**src/rtl/bc_poly_ctrl.sv**
```systemverilog
// Control block sequencing Horner evaluation on the iterative polynomial datapath:
// S = a[DEGREE], then DEGREE rounds of H = S*X, S = H + a[i].
module bc_poly_ctrl #(
  parameter int unsigned DEGREE    = 3,
  parameter int unsigned DONE_HOLD = 1,
  parameter int unsigned CW        = 4
) (
  input  logic          clk,
  input  logic          rst,
  input  logic          start,
  input  logic          abort,
  input  logic          ack,
  output logic          ready,
  output logic          busy,
  output logic          done,
  output logic          lx,
  output logic          lh,
  output logic          ls,
  output logic          m_s,
  output logic [CW-1:0] coef_sel
);

  if (DEGREE < 1 || DEGREE > 15) begin : g_bad_degree
    $error("bc_poly_ctrl: DEGREE must lie in 1..15");
  end
  if ((2 ** CW) <= DEGREE) begin : g_bad_cw
    $error("bc_poly_ctrl: CW too narrow to index coefficient DEGREE");
  end

  localparam logic [CW-1:0] IdxInit = CW'(DEGREE - 1);
  localparam logic [CW-1:0] CoefTop = CW'(DEGREE);
  localparam logic          HoldDone = (DONE_HOLD != 0);

  typedef enum logic [2:0] {
    StIdle,
    StLoad,
    StMul,
    StAdd,
    StDone
  } state_e;

  state_e        state_q, state_d;
  logic [CW-1:0] idx_q, idx_d;

  always_ff @(posedge clk or negedge rst) begin
    if (!rst) begin
      state_q <= StIdle;
      idx_q   <= '0;
    end else begin
      state_q <= state_d;
      idx_q   <= idx_d;
    end
  end

  // abort outranks every other input; in IDLE it also swallows a simultaneous start
  always_comb begin
    state_d = state_q;
    idx_d   = idx_q;
    unique case (state_q)
      StIdle: begin
        if (start && !abort) begin
          state_d = StLoad;
          idx_d   = IdxInit;
        end
      end
      StLoad: state_d = abort ? StIdle : StMul;
      StMul:  state_d = abort ? StIdle : StAdd;
      StAdd: begin
        if (abort) begin
          state_d = StIdle;
        end else if (idx_q != '0) begin
          state_d = StMul;
          idx_d   = idx_q - 1'b1;
        end else begin
          state_d = StDone;
        end
      end
      StDone: begin
        if (abort || ack || !HoldDone) begin
          state_d = StIdle;
        end
      end
      default: state_d = StIdle;
    endcase
  end

  always_comb begin
    ready    = 1'b0;
    busy     = 1'b0;
    done     = 1'b0;
    lx       = 1'b0;
    lh       = 1'b0;
    ls       = 1'b0;
    m_s      = 1'b0;
    coef_sel = '0;
    unique case (state_q)
      StIdle: ready = 1'b1;
      StLoad: begin
        busy     = 1'b1;
        lx       = 1'b1;
        ls       = 1'b1;
        coef_sel = CoefTop;
      end
      StMul: begin
        busy     = 1'b1;
        lh       = 1'b1;
        coef_sel = idx_q;
      end
      StAdd: begin
        busy     = 1'b1;
        ls       = 1'b1;
        m_s      = 1'b1;
        coef_sel = idx_q;
      end
      StDone: done = 1'b1;
      default: ready = 1'b0;
    endcase
  end

  a_status_onehot : assert property (@(posedge clk) disable iff (!rst)
    $onehot({ready, busy, done}));

  a_last_add_done : assert property (@(posedge clk) disable iff (!rst)
    (state_q == StAdd && idx_q == '0 && !abort) |=> done);

endmodule

```
**config.mk**
```make
export PLATFORM = sky130hd
export DESIGN_NAME = bc_poly_ctrl
export DESIGN_NICKNAME = d
export VERILOG_FILES = /design/src/rtl/bc_poly_ctrl.sv
export SDC_FILE = /design/constraint.sdc
export NUM_CORES = 1
export LEC_CHECK = 0
export BUFFER_PORTS_ARGS = -buffer_cell sky130_fd_sc_hd__buf_4
export CORE_AREA = 2 2 39 41
export CTS_CLUSTER_SIZE = 8
export DETAILED_ROUTE_END_ITERATION = 10
export DIE_AREA = 0 0 41 43
export MAX_ROUTING_LAYER = met4
export PLACE_DENSITY = 0.7
export SYNTH_ARGS = -nofsm -noshare
export SYNTH_HDL_FRONTEND = slang
export SYNTH_SLANG_ARGS = --single-unit
```
**constraint.sdc**
```tcl
create_clock -name clk -period 1.8 [get_ports clk]
set_input_delay 0.18 -clock clk [delete_from_list [all_inputs] [get_ports clk]]
set_output_delay 0.18 -clock clk [all_outputs]
set_load 0.01 [all_outputs]
```
; Word level (Yosys, flattened, before mapping)
; Index checks and enable logic that the tools add are counted.
[op_classes]
n_addsub = 1
n_mux = 19
reduce_logical = 11
eq_ne = 8
[ops]
columns = operator, n
row1 = 4-bit case mux with 2 select lines, 2
row2 = 3-bit case mux with 5 select lines, 1
row3 = 3-bit 2-to-1 mux, 4
row4 = 4-bit 2-to-1 mux, 3
row5 = 2-bit inequality test (second input constant), 4
row6 = 1-bit 2-to-1 mux, 7
row7 = 3-bit by 2-bit equality test with 1-bit output (second input constant), 2
row8 = 2-bit 2-to-1 mux, 2
row9 = 4-bit AND reduction, 1
row10 = 4-bit nonzero test, 1
row11 = 2-bit OR reduction, 2
row12 = 4-bit by 1-bit subtractor with 4-bit output (second input constant), 1
row13 = 3-bit by 1-bit equality test with 1-bit output (second input constant), 1
row14 = 3-bit equality test (second input constant), 1
row15 = 3-bit logical NOT, 1
row16 = 3-bit OR reduction, 1
row17 = 2-bit AND reduction, 1
row18 = 2-bit nonzero test, 1
row19 = 1-bit logical AND, 1
row20 = 1-bit logical NOT, 1
row21 = 1-bit logical OR, 1
[totals]
register_bits = 7
out_inout_bits = 11
input_bits = 5
elab_cells = 41

; Longest topological paths before layout
; Gate-level depths: netlist of the first run.
[logic_depth]
ltp_word = 4
ltp_mapped = 5
depth_no_buf = 5

; Least setup slack after synthesis of the first run
; Ideal clock, no wire load.
[synth_path]
kind = register to register
from = register idx_q[0]
to = register idx_q[1]
path_stages_with_launch = 6
path_buffers = 0
arrival_ps = 1549
setup_time_ps = 125
slack_ps = 126
cell_sequence = dfrtp_1 -> inv_1 -> ha_1 -> or3b_4 -> a32o_2 -> mux2_4
[synth_via]
elab_chain_len = 4
elab_cells_between_ends = 7
cone_classes = add/sub: 1 / eq/ne: 1 / mux: 3 / reduce/logical: 2
[synth_rtl]
columns = element, line
row1 = from (decl), 43  ; logic [CW-1:0] idx_q, idx_d;
row2 = from (signal assigned), 51  ; idx_q <= idx_d;
row3 = 4-bit by 1-bit subtractor with 4-bit output, 73  ; idx_d = idx_q - 1'b1;
row4 = 4-bit 2-to-1 mux, 71  ; end else if (idx_q != '0) begin
row5 = 4-bit 2-to-1 mux, 69  ; if (abort) begin
row6 = 4-bit case mux with 2 select lines, 59  ; unique case (state_q)
; Several ways; a longest one is shown, not always the timed one. The select of a mux whose other input is x is not followed.
; A chain may end at the register's enable or synchronous reset.

; Final worst setup path of the first run
; Ends and elaborated chain as after synthesis.

==> results.txt, run 1 <==
Maximum VDD drop -> 0.3230 mV
IO buf count -> 15
Crit path DAT -> 1.90 ns
GP Congestion -> 0.8864
Rows -> 14
Fmax -> 573.4 MHz
Worst reg2reg endpoint -> idx_q[1]
CTS tree -> built
Drt first pass iters -> 4
Layout area overhead -> 37.40%
Most common cell after layout, fill and taps aside -> buf_4
Finished Layout Cells -> 87
EDFF count, synth -> 0
H-tree level count -> 1
Starting Density -> 0.3336
Area share of the largest cell type after synthesis -> 0.3794
Pins Over Slew Limit -> 0
Pleak -> 0.3199 nW
Grt met2 use -> 0.2156
Die Span Y -> 43 um
Final Cycle Share -> 0.9689
Adder-Cell Fraction of Synth Area -> 0.05420
CTS buffer count -> 3
First-pass GRT wire length -> 1752 um
Synth Register Bits -> 7
Syn Inst Count -> 52
Global Route Usage Sum -> 0.1541
Clk buf depth -> 2
Crit Path Max Fanout -> 4
Die area -> 1763 um2
Yosys warnings -> 0
Final Hold Fails -> 0
Compound-cell area share of the yosys netlist -> 0.1653
Unrepaired setup endpoints after global routing -> false
Slowest cell on crit path -> dfrtp_1
Vias in the first global route -> 411
Top cells by area, synth -> dfrtp_1 (38%), a31oi_1 (6.8%), ha_1 (5.4%), nor2_1 (4.9%), nand2b_1 (4.1%)
Cells after DPL -> 82
Status -> complete, no violations
R2r setup slk -> 0.06 ns
Worst setup EP type -> register
CP startpoint kind -> register
Root Driver -> clkbuf_4
Simple-gate share of the synthesized area -> 0.3171
Syn nets -> 59
Dpl hpwl -> 844.4 um
Register area share after synthesis -> 0.3794
Depth of the worst hold-timing path -> 2
Num Clock Sinks -> 7
Most area-hungry cell type in the Yosys netlist -> dfrtp_1
Antenna violations before repair -> 0
CP Class -> register to register
CP endpoint -> idx_q[1]
Clock latency on the worst-skew pair -> 0.26 ns
GRT met1 Usage -> 0.1895
HP Start -> abort
Max-Cap Viols -> 0
Final ANT Viol Nets -> 0
Post-synth ARST share -> 1.000
Nets -> 79
Final WL -> 1132 um
Final Skew -> 0.0004843 ns
Tot Pwr -> 476.2 uW
DRC violations left -> 0
Share of cells above drive strength 1 -> 0.3803
Critical path launch point -> idx_q[0]
Pin count of the biggest net entering global routing -> 14
Final Setup Violations -> 0
XOR/XNOR Fraction of Synth Area -> 0
Vias/cell -> 5.483
Req. time, crit path -> 1.95 ns
Ys flop type -> dfrtp_1
Core Footprint -> 1384 um2
Most used routing layer -> met2
Avg Inst Size Synth -> 8.879 um2
Crit path cell chain -> inv_2 > ha_1 > or3b_4 > a32o_2 > mux2_4
Synth cell types -> 23
Fin Setup TNS -> 0 ns
GRT Residual Overflow -> 0
Hold Worst Slack -> 0.07746 ns
Met3 Track Usage GR -> 0.01571
DR vias -> 477
Die width -> 41 um
Peak per-stage delay on the critical path -> 0.41 ns
Tightest Hold Check Type -> primary input to register
Reg2reg path depth -> 5
Slew Limit Headroom -> 0.7666
I/O pin count -> 16
Commonest cells after routing, fill and taps aside -> buf_4 (17), dfrtp_1 (7), nor2_1 (6)
Period minus WS final -> 1.744 ns
Ant. Diodes -> 0
WL per Instance -> 13.01 um
Worst R2R Start -> idx_q[0]
Worst-margin pin slew -> 0.3501 ns
CTS clk-pin slew, worst paths -> 0.06 ns
Largest family of logic cells by synthesized area -> simple AND/OR/NAND/NOR gates
Iteration-0 DRC Markers -> 17
Fraction of synthesized area in multiplexers -> 0.03252
P per Cell Area -> 750.7 nW/um2
Mapped cell area -> 461.7 um2
-- cells in the mapped netlist, drive strengths merged (3+ instances only) --
cell type and number:
o21ai 3, a31oi 5, and3b 3, inv 3, dfrtp 7, nor2 6, nand2b 3, nand2 3
-- cell type report --
| class | instances | area (um2) |
|---|---|---|
| inverters | 3 | 11.26 |
| flip-flops and latches | 7 | 175.2 |
| multi-input cells | 39 | 262.8 |
| repair buffers | 18 | 137.6 |
| fillers | 138 | 749.5 |
| clock buffers | 3 | 22.52 |
| well taps | 16 | 20.02 |
| clock inverters | 1 | 5.005 |
-- kinds of logic (layout without fill, tap and decap cells) --
logic type / after synthesis / in the layout
and+or+nand+nor: 24 / 24
buffers and inverters: 6 / 25
DFF: 7 / 7
muxes: 1 / 1
AOI/OAI and AO/OA: 12 / 12
adders and majority gates: 2 / 2
-- worst min path at each step --
stage | to | slack, ns
finish | state_q[2] | 0.08
detailed placement | state_q[1] | 0.00005
CTS | state_q[2] | 0.07
global route | state_q[2] | 0.08
global placement | state_q[1] | -0.001
floorplan | idx_q[0] | -0.12
-- critical path, delay by kind of cell (launching register included) --
| family | cells | cell delay [ns] |
|---|---|---|
| compound gates | 1 | 0.28 |
| fa+ha+maj | 1 | 0.15 |
| buf+inv | 1 | 0.09 |
| flops | 1 | 0.41 |
| mux | 1 | 0.30 |
| simple gates | 1 | 0.40 |
-- sequential cells by signal (all words and copies together) (netlist names) --
signal,cells
state_q,3
idx_q,4
-- routing by layer --
| metal | wire length [um] | vias to the layer above | part of all wire |
|---|---|---|---|
| li1 | - | 225 | - |
| met1 | 508 | 217 | 0.45 |
| met2 | 492 | 26 | 0.43 |
| met3 | 76 | 9 | 0.067 |
| met4 | 55 | 0 | 0.049 |
| met5 | 0 | - | 0 |
-- through the flow --
stage	utilization	setup WS (ns)	cell area (um2)
3_5_place_dp	0.4313	0.03868	596.8
3_3_place_gp	0.4313	0.09782	596.8
4_1_cts	0.4584	0.03010	634.4
5_1_grt	0.4584	0.02036	634.4
6_report	0.4584	0.05597	634.4
2_1_floorplan	-	0.1258	461.7
-- report_power, final --
| group | internal (mW) | switching, mW |
|---|---|---|
| sequential | 0.173 | 0.0263 |
| combinational | 0.0644 | 0.0583 |
| clock | 0.0820 | 0.0722 |
| total | 0.319 | 0.157 |
-- what timing repair did --
action                                  in CTS  in global routing
gates resized for setup                      0                  1
hold buffers                                 1                  0
endpoints found under the setup margin       0                  1
setup buffers                                0                  0
hold endpoints to repair                     7                  0
No activity file was read; power rests on OpenSTA's default activity.
==> run 2: changes to the inputs <==
==> constraint.sdc (replaced) <==
create_clock -name clk -period 1.8 [get_ports clk]
set_input_delay 0.09 -clock clk [delete_from_list [all_inputs] [get_ports clk]]
set_output_delay 0.09 -clock clk [all_outputs]
set_load 0.01 [all_outputs]
==> run 2 against run 1 <==
Effect of this change: wire length up 0.18%; register-to-register slack about the same; final cell count rose by 1.1%; largest cell class unchanged.
==> results.txt, run 2 (synthesis results as in run 1) <==
Hold EP -> state_q[0] (was state_q[2])
CTS clk-pin slew, worst paths -> 0.06 ns (about the same)
Pleak -> 0.3241 nW (was 0.3199 nW)
DR vias -> 472 (was 477)
Dpl hpwl -> 844.4 um (unchanged)
Rows -> 14 (unchanged)
Clock latency on the worst-skew pair -> 0.26 ns (about the same)
Status -> complete, no violations (unchanged)
Worst R2R Start -> idx_q[0] (unchanged)
Place WS -> 0.03868 ns (unchanged)
Unrepaired setup endpoints after global routing -> false (unchanged)
Share of cells above drive strength 1 -> 0.3750 (was 0.3803)
Slowest cell on crit path -> dfrtp_1 (unchanged)
GRT Residual Overflow -> 0 (unchanged)
WL per Instance -> 12.89 um (was 13.01 um)
CP top delay family -> flip-flops (unchanged)
Core Footprint -> 1384 um2 (unchanged)
Die Span Y -> 43 um (unchanged)
H-tree level count -> 1 (unchanged)
CP Buf/Inv Count -> 1 (unchanged)
R2r setup slk -> 0.06 ns (about the same)
Peak per-stage delay on the critical path -> 0.40 ns (was 0.41 ns)
Ant. Diodes -> 0 (unchanged)
Layout area overhead -> 39.57% (was 37.40%)
DRC violations left -> 0 (unchanged)
CP Class -> register to register (unchanged)
P per Cell Area -> 740.7 nW/um2 (was 750.7 nW/um2)
Cells after DPL -> 82 (unchanged)
Final ANT Viol Nets -> 0 (unchanged)
Fin Setup TNS -> 0 ns (unchanged)
Final Setup Violations -> 0 (unchanged)
Final Cycle Share -> 0.9665 (was 0.9689)
Maximum VDD drop -> 0.3250 mV (was 0.3230 mV)
CTS buffer count -> 3 (unchanged)
Max-Cap Viols -> 0 (unchanged)
I/O pin count -> 16 (unchanged)
GP Congestion -> 0.8864 (unchanged)
HP Start -> start (was abort)
Sequential cell area -> 175.2 um2 (unchanged)
Pin count of the biggest net entering global routing -> 14 (unchanged)
Global Route Usage Sum -> 0.1562 (was 0.1541)
Clk buf depth -> 2 (unchanged)
Crit path cell chain -> inv_2 > ha_1 > or3b_4 > a32o_2 > mux2_4 (unchanged)
Pins Over Slew Limit -> 0 (unchanged)
Worst reg2reg endpoint -> idx_q[1] (unchanged)
Max FFs per register -> 4 (unchanged)
Die width -> 41 um (unchanged)
Final Skew -> 0.001151 ns (was 0.0004843 ns)
Period minus WS final -> 1.740 ns (was 1.744 ns)
Most common cell after layout, fill and taps aside -> buf_4 (unchanged)
Antenna violations before repair -> 0 (unchanged)
Iteration-0 DRC Markers -> 15 (was 17)
Final Hold Fails -> 0 (unchanged)
Finished Cell Area -> 644.4 um2 (was 634.4 um2)
Num Clock Sinks -> 7 (unchanged)
Tightest Hold Check Type -> primary input to register (unchanged)
Slew Limit Headroom -> 0.7681 (was 0.7666)
Reg2reg path depth -> 5 (unchanged)
Vias/cell -> 5.364 (was 5.483)
Crit path DAT -> 1.89 ns (was 1.90 ns)
Commonest cells after routing, fill and taps aside -> buf_4 (17), dfrtp_1 (7), nor2_1 (6) (unchanged)
Root Driver -> clkbuf_4 (unchanged)
Depth of the worst hold-timing path -> 3 (was 2)
Starting Density -> 0.3336 (unchanged)
Multi-input logic area -> 262.8 um2 (unchanged)
Final WL -> 1134 um (was 1132 um)
Fmax -> 574.8 MHz (was 573.4 MHz)
Nets -> 80 (was 79)
Req. time, crit path -> 1.95 ns (about the same)
CTS tree -> built (unchanged)
Area post-placement -> 596.8 um2 (unchanged)
IO buf count -> 15 (unchanged)
Drt first pass iters -> 4 (unchanged)
CP startpoint kind -> register (unchanged)
# fillers -> 137 (was 138)
Worst setup margin -> 0.06031 ns (was 0.05597 ns)
First-pass GRT wire length -> 1780 um (was 1752 um)
Vias in the first global route -> 421 (was 411)
Die area -> 1763 um2 (unchanged)
Crit Path Max Fanout -> 4 (unchanged)
Finished Layout Cells -> 88 (was 87)
Regs by FF count -> idx_q: 4 flops, state_q: 3 flops (unchanged)
Worst setup EP type -> register (unchanged)
Most flops, register -> idx_q (unchanged)
Worst-margin pin slew -> 0.3479 ns (was 0.3501 ns)
## run 2: how the worst max path moves through the flow
stage,start,endpoint,slack (ns),cells after the start
floorplan,idx_q[0],idx_q[1],0.13,5
global placement,idx_q[0],idx_q[1],0.1,5
detailed placement,idx_q[0],idx_q[1],0.04,5
CTS,idx_q[0],idx_q[1],0.03,5
global route,idx_q[0],idx_q[1],0.02,5
finish,idx_q[0],idx_q[1],0.06,5
## run 2: worst register-to-register path: cells and delay by family, from the launching register on
family	cells	cell delay, ns
flops	1	0.40
simple gates	1	0.40
mux	1	0.30
fa+ha+maj	1	0.15
buf+inv	1	0.09
compound gates	1	0.28
## run 2: layout make-up
type,instances,area share
Clock buffer,3,0.03495
Multi-Input combinational cell,39,0.4078
Clock inverter,1,0.007767
Timing Repair Buffer,19,0.2291
Tap cell,16,0.03107
Inverter,3,0.01748
Sequential cell,7,0.2718
## run 2: routing by layer
| layer | part of all wire | vias up | track usage |
|---|---|---|---|
| met5 | 0 | - | - |
| met4 | 0.049 | 0 | 0.1267 |
| met3 | 0.054 | 9 | 0.01571 |
| met2 | 0.44 | 22 | 0.2219 |
| met1 | 0.46 | 214 | 0.1895 |
| li1 | - | 227 | - |
## run 2: report_power, final
part	switching [mW]	internal (mW)	total, mW	leakage (nW)
Clock	0.0720	0.0820	0.154	0.0177
Combinational	0.0584	0.0658	0.124	0.216
Sequential	0.0261	0.173	0.199	0.0903
## run 2: stage by stage
stage | hold WS, ns | power [mW] | utilization
2_1_floorplan | -0.2056 | 0.2624 | -
3_3_place_gp | -0.09116 | 0.3191 | 0.4313
3_5_place_dp | -0.08995 | 0.3216 | 0.4313
4_1_cts | 0.08306 | 0.4801 | 0.4656
5_1_grt | 0.1257 | 0.5076 | 0.4656
6_report | 0.08365 | 0.4773 | 0.4656
## run 2: timing repair
| item | 4_1_cts | 5_1_grt |
|---|---|---|
| hold buffers | 2 | 0 |
| resized for setup | 0 | 1 |
| hold endpoints to repair | 8 | 0 |
| setup buffers | 0 | 0 |
| setup endpoints to repair | 0 | 1 |
==> run 3: changes to the inputs <==
- PLACE_DENSITY: 0.7 -> 0.68
- clock period: 1.8 -> 1.7 ns (I/O delays scaled with it)
==> run 3 against run 2 <==
Effect of this change: utilization grew 3.6 points; cell area is 7.8% higher; combinational power rose by 32%; maximum frequency rose by 4.7%; global-route usage is 1.0 points higher; largest power group unchanged.
==> results.txt, run 3 (synthesis results as in run 1) <==
I/O pin count -> 16 (unchanged)
Sequential cell area -> 175.2 um2 (unchanged)
DR vias -> 479 (was 472)
Maximum VDD drop -> 0.3229 mV (was 0.3250 mV)
Pleak -> 0.3455 nW (was 0.3241 nW)
Final Cycle Share -> 0.9775 (was 0.9665)
R2r setup slk -> 0.04 ns (was 0.06 ns)
P_sw -> 160.7 uW (was 156.5 uW)
Root Driver -> clkbuf_4 (unchanged)
Global Route Usage Sum -> 0.1663 (was 0.1562)
Share of cells above drive strength 1 -> 0.4416 (was 0.3750)
Die area -> 1763 um2 (unchanged)
Hold EP -> state_q[0] (unchanged)
Iteration-0 DRC Markers -> 3 (was 15)
Final Setup Violations -> 0 (unchanged)
CTS tree -> built (unchanged)
Nets -> 85 (was 80)
Pins Over Slew Limit -> 0 (unchanged)
CP Class -> register to register (unchanged)
Starting Density -> 0.3336 (unchanged)
GP Congestion -> 0.8261 (was 0.8864)
Multi-input logic area -> 275.3 um2 (was 262.8 um2)
Sequential power share -> 0.392 (was 0.417)
Reg2reg path depth -> 5 (unchanged)
H-tree level count -> 1 (unchanged)
Final Hold Fails -> 0 (unchanged)
Req. time, crit path -> 1.84 ns (was 1.95 ns)
Finished Layout Cells -> 93 (was 88)
Worst setup margin -> 0.03818 ns (was 0.06031 ns)
Vias/cell -> 5.151 (was 5.364)
Rows -> 14 (unchanged)
P_int -> 358.1 uW (was 320.8 uW)
IO buf count -> 15 (unchanged)
Crit Path Max Fanout -> 4 (unchanged)
Pin count of the biggest net entering global routing -> 14 (unchanged)
CTS clk-pin slew, worst paths -> 0.06 ns (about the same)
Comb power frac -> 0.316 (was 0.260)
# fillers -> 135 (was 137)
Core Util, Final -> 0.5018 (was 0.4656)
Clk buf depth -> 2 (unchanged)
Peak per-stage delay on the critical path -> 0.40 ns (about the same)
Antenna violations before repair -> 0 (unchanged)
Switch share -> 0.3098 (was 0.3278)
Crit path cell chain -> inv_2 > ha_4 > or3b_4 > a32o_2 > mux2_4 (was inv_2 > ha_1 > or3b_4 > a32o_2 > mux2_4)
Fin Setup TNS -> 0 ns (unchanged)
Final WL -> 1134 um (unchanged)
Dpl hpwl -> 892 um (was 844.4 um)
Slew Limit Headroom -> 0.7996 (was 0.7681)
Worst-margin pin slew -> 0.3000 ns (was 0.3479 ns)
Drt first pass iters -> 4 (unchanged)
Clock network power share -> 0.292 (was 0.323)
Period minus WS final -> 1.662 ns (was 1.740 ns)
Final Skew -> 0.007006 ns (was 0.001151 ns)
DRC violations left -> 0 (unchanged)
Tightest Hold Check Type -> primary input to register (unchanged)
Worst reg2reg endpoint -> idx_q[1] (unchanged)
Most common cell after layout, fill and taps aside -> buf_4 (unchanged)
Place WS -> 0.02690 ns (was 0.03868 ns)
Max-Cap Viols -> 0 (unchanged)
WL per Instance -> 12.19 um (was 12.89 um)
Worst setup EP type -> register (unchanged)
Clock latency on the worst-skew pair -> 0.26 ns (about the same)
Core Footprint -> 1384 um2 (unchanged)
Status -> complete, no violations (unchanged)
Commonest cells after routing, fill and taps aside -> buf_4 (22), dfrtp_1 (7), nor2_1 (6) (was buf_4 (17), dfrtp_1 (7), nor2_1 (6))
Die Span Y -> 43 um (unchanged)
Die width -> 41 um (unchanged)
Regs by FF count -> idx_q: 4 flops, state_q: 3 flops (unchanged)
Cells after DPL -> 86 (was 82)
Vias in the first global route -> 442 (was 421)
Most flops, register -> idx_q (unchanged)
HP Start -> start (unchanged)
Fmax -> 601.8 MHz (was 574.8 MHz)
GRT Residual Overflow -> 0 (unchanged)
First-pass GRT wire length -> 1876 um (was 1780 um)
Slowest cell on crit path -> dfrtp_1 (unchanged)
Worst R2R Start -> idx_q[0] (unchanged)
Unrepaired setup endpoints after global routing -> false (unchanged)
Max FFs per register -> 4 (unchanged)
CTS buffer count -> 3 (unchanged)
P per Cell Area -> 747.2 nW/um2 (was 740.7 nW/um2)
CP startpoint kind -> register (unchanged)
Ant. Diodes -> 0 (unchanged)
Crit path DAT -> 1.80 ns (was 1.89 ns)
Final ANT Viol Nets -> 0 (unchanged)
Num Clock Sinks -> 7 (unchanged)
Layout area overhead -> 50.41% (was 39.57%)
Depth of the worst hold-timing path -> 3 (unchanged)
## run 3: cell types whose count changed in the layout (fill, tap and decap cells not counted), sizes merged
cell / change
buf: +5
## run 3: what timing repair did
| item | in CTS | in global routing |
|---|---|---|
| gates resized for setup | 0 | 4 |
| hold buffers | 2 | 0 |
| setup endpoints to repair | 0 | 1 |
| buffers inserted | 0 | 1 |
| hold endpoints to repair | 8 | 0 |
## run 3: worst max-delay path, delay by kind of cell, from the launching register on
| kind | cells | cell delay (ns) |
|---|---|---|
| adders and majority gates | 1 | 0.13 |
| muxes | 1 | 0.30 |
| buffers and inverters | 1 | 0.09 |
| DFF | 1 | 0.40 |
| and+or+nand+nor | 1 | 0.37 |
| AOI/OAI and AO/OA | 1 | 0.26 |
## run 3: worst max-delay path by stage
| stage | startpoint | endpoint | slack (ns) | cells after the start |
|---|---|---|---|---|
| after floorplan | idx_q[0] | idx_q[1] | 0.03 | 5 |
| after global placement | idx_q[0] | idx_q[1] | 0.04 | 5 |
| after detailed placement | idx_q[0] | idx_q[1] | 0.03 | 5 |
| after CTS | idx_q[0] | idx_q[1] | 0.006 | 5 |
| after global routing | idx_q[0] | idx_q[1] | 0.004 | 5 |
| final | idx_q[0] | idx_q[1] | 0.04 | 5 |
## run 3: cell type report
type / count / area share
Multi-Input combinational cell: 39 / 0.3964
Timing Repair Buffer: 24 / 0.2667
Sequential cell: 7 / 0.2523
Clock buffer: 3 / 0.03243
Tap cell: 16 / 0.02883
Inverter: 3 / 0.01622
Clock inverter: 1 / 0.007207
## run 3: power by group through the flow
stage | Clock [mW] | Combinational, mW | Sequential [mW]
2_1_floorplan | 0 | 0.0792 | 0.199
3_3_place_gp | 0 | 0.149 | 0.204
3_5_place_dp | 0 | 0.151 | 0.205
4_1_cts | 0.159 | 0.156 | 0.202
5_1_grt | 0.177 | 0.181 | 0.206
6_report | 0.152 | 0.164 | 0.203
## run 3: through the flow
| step | power, mW | hold slack, ns | cell area, um2 |
|---|---|---|---|
| floorplan | 0.2778 | -0.2106 | 461.7 |
| global placement | 0.3527 | -0.09866 | 626.9 |
| detailed placement | 0.3556 | -0.09709 | 626.9 |
| CTS | 0.5169 | 0.09112 | 674.4 |
| global route | 0.5639 | 0.1062 | 694.4 |
| finish | 0.5188 | 0.09685 | 694.4 |
## run 3: routing by layer
metal / wire length (um) / share of wire / vias to the layer above / track usage
met5: 0 / 0 / - / -
met2: 559 / 0.49 / 15 / 0.2563
li1: - / - / 238 / -
met3: 73 / 0.064 / 4 / 0.06283
met4: 24 / 0.021 / 0 / 0.1000
met1: 477 / 0.42 / 222 / 0.1694
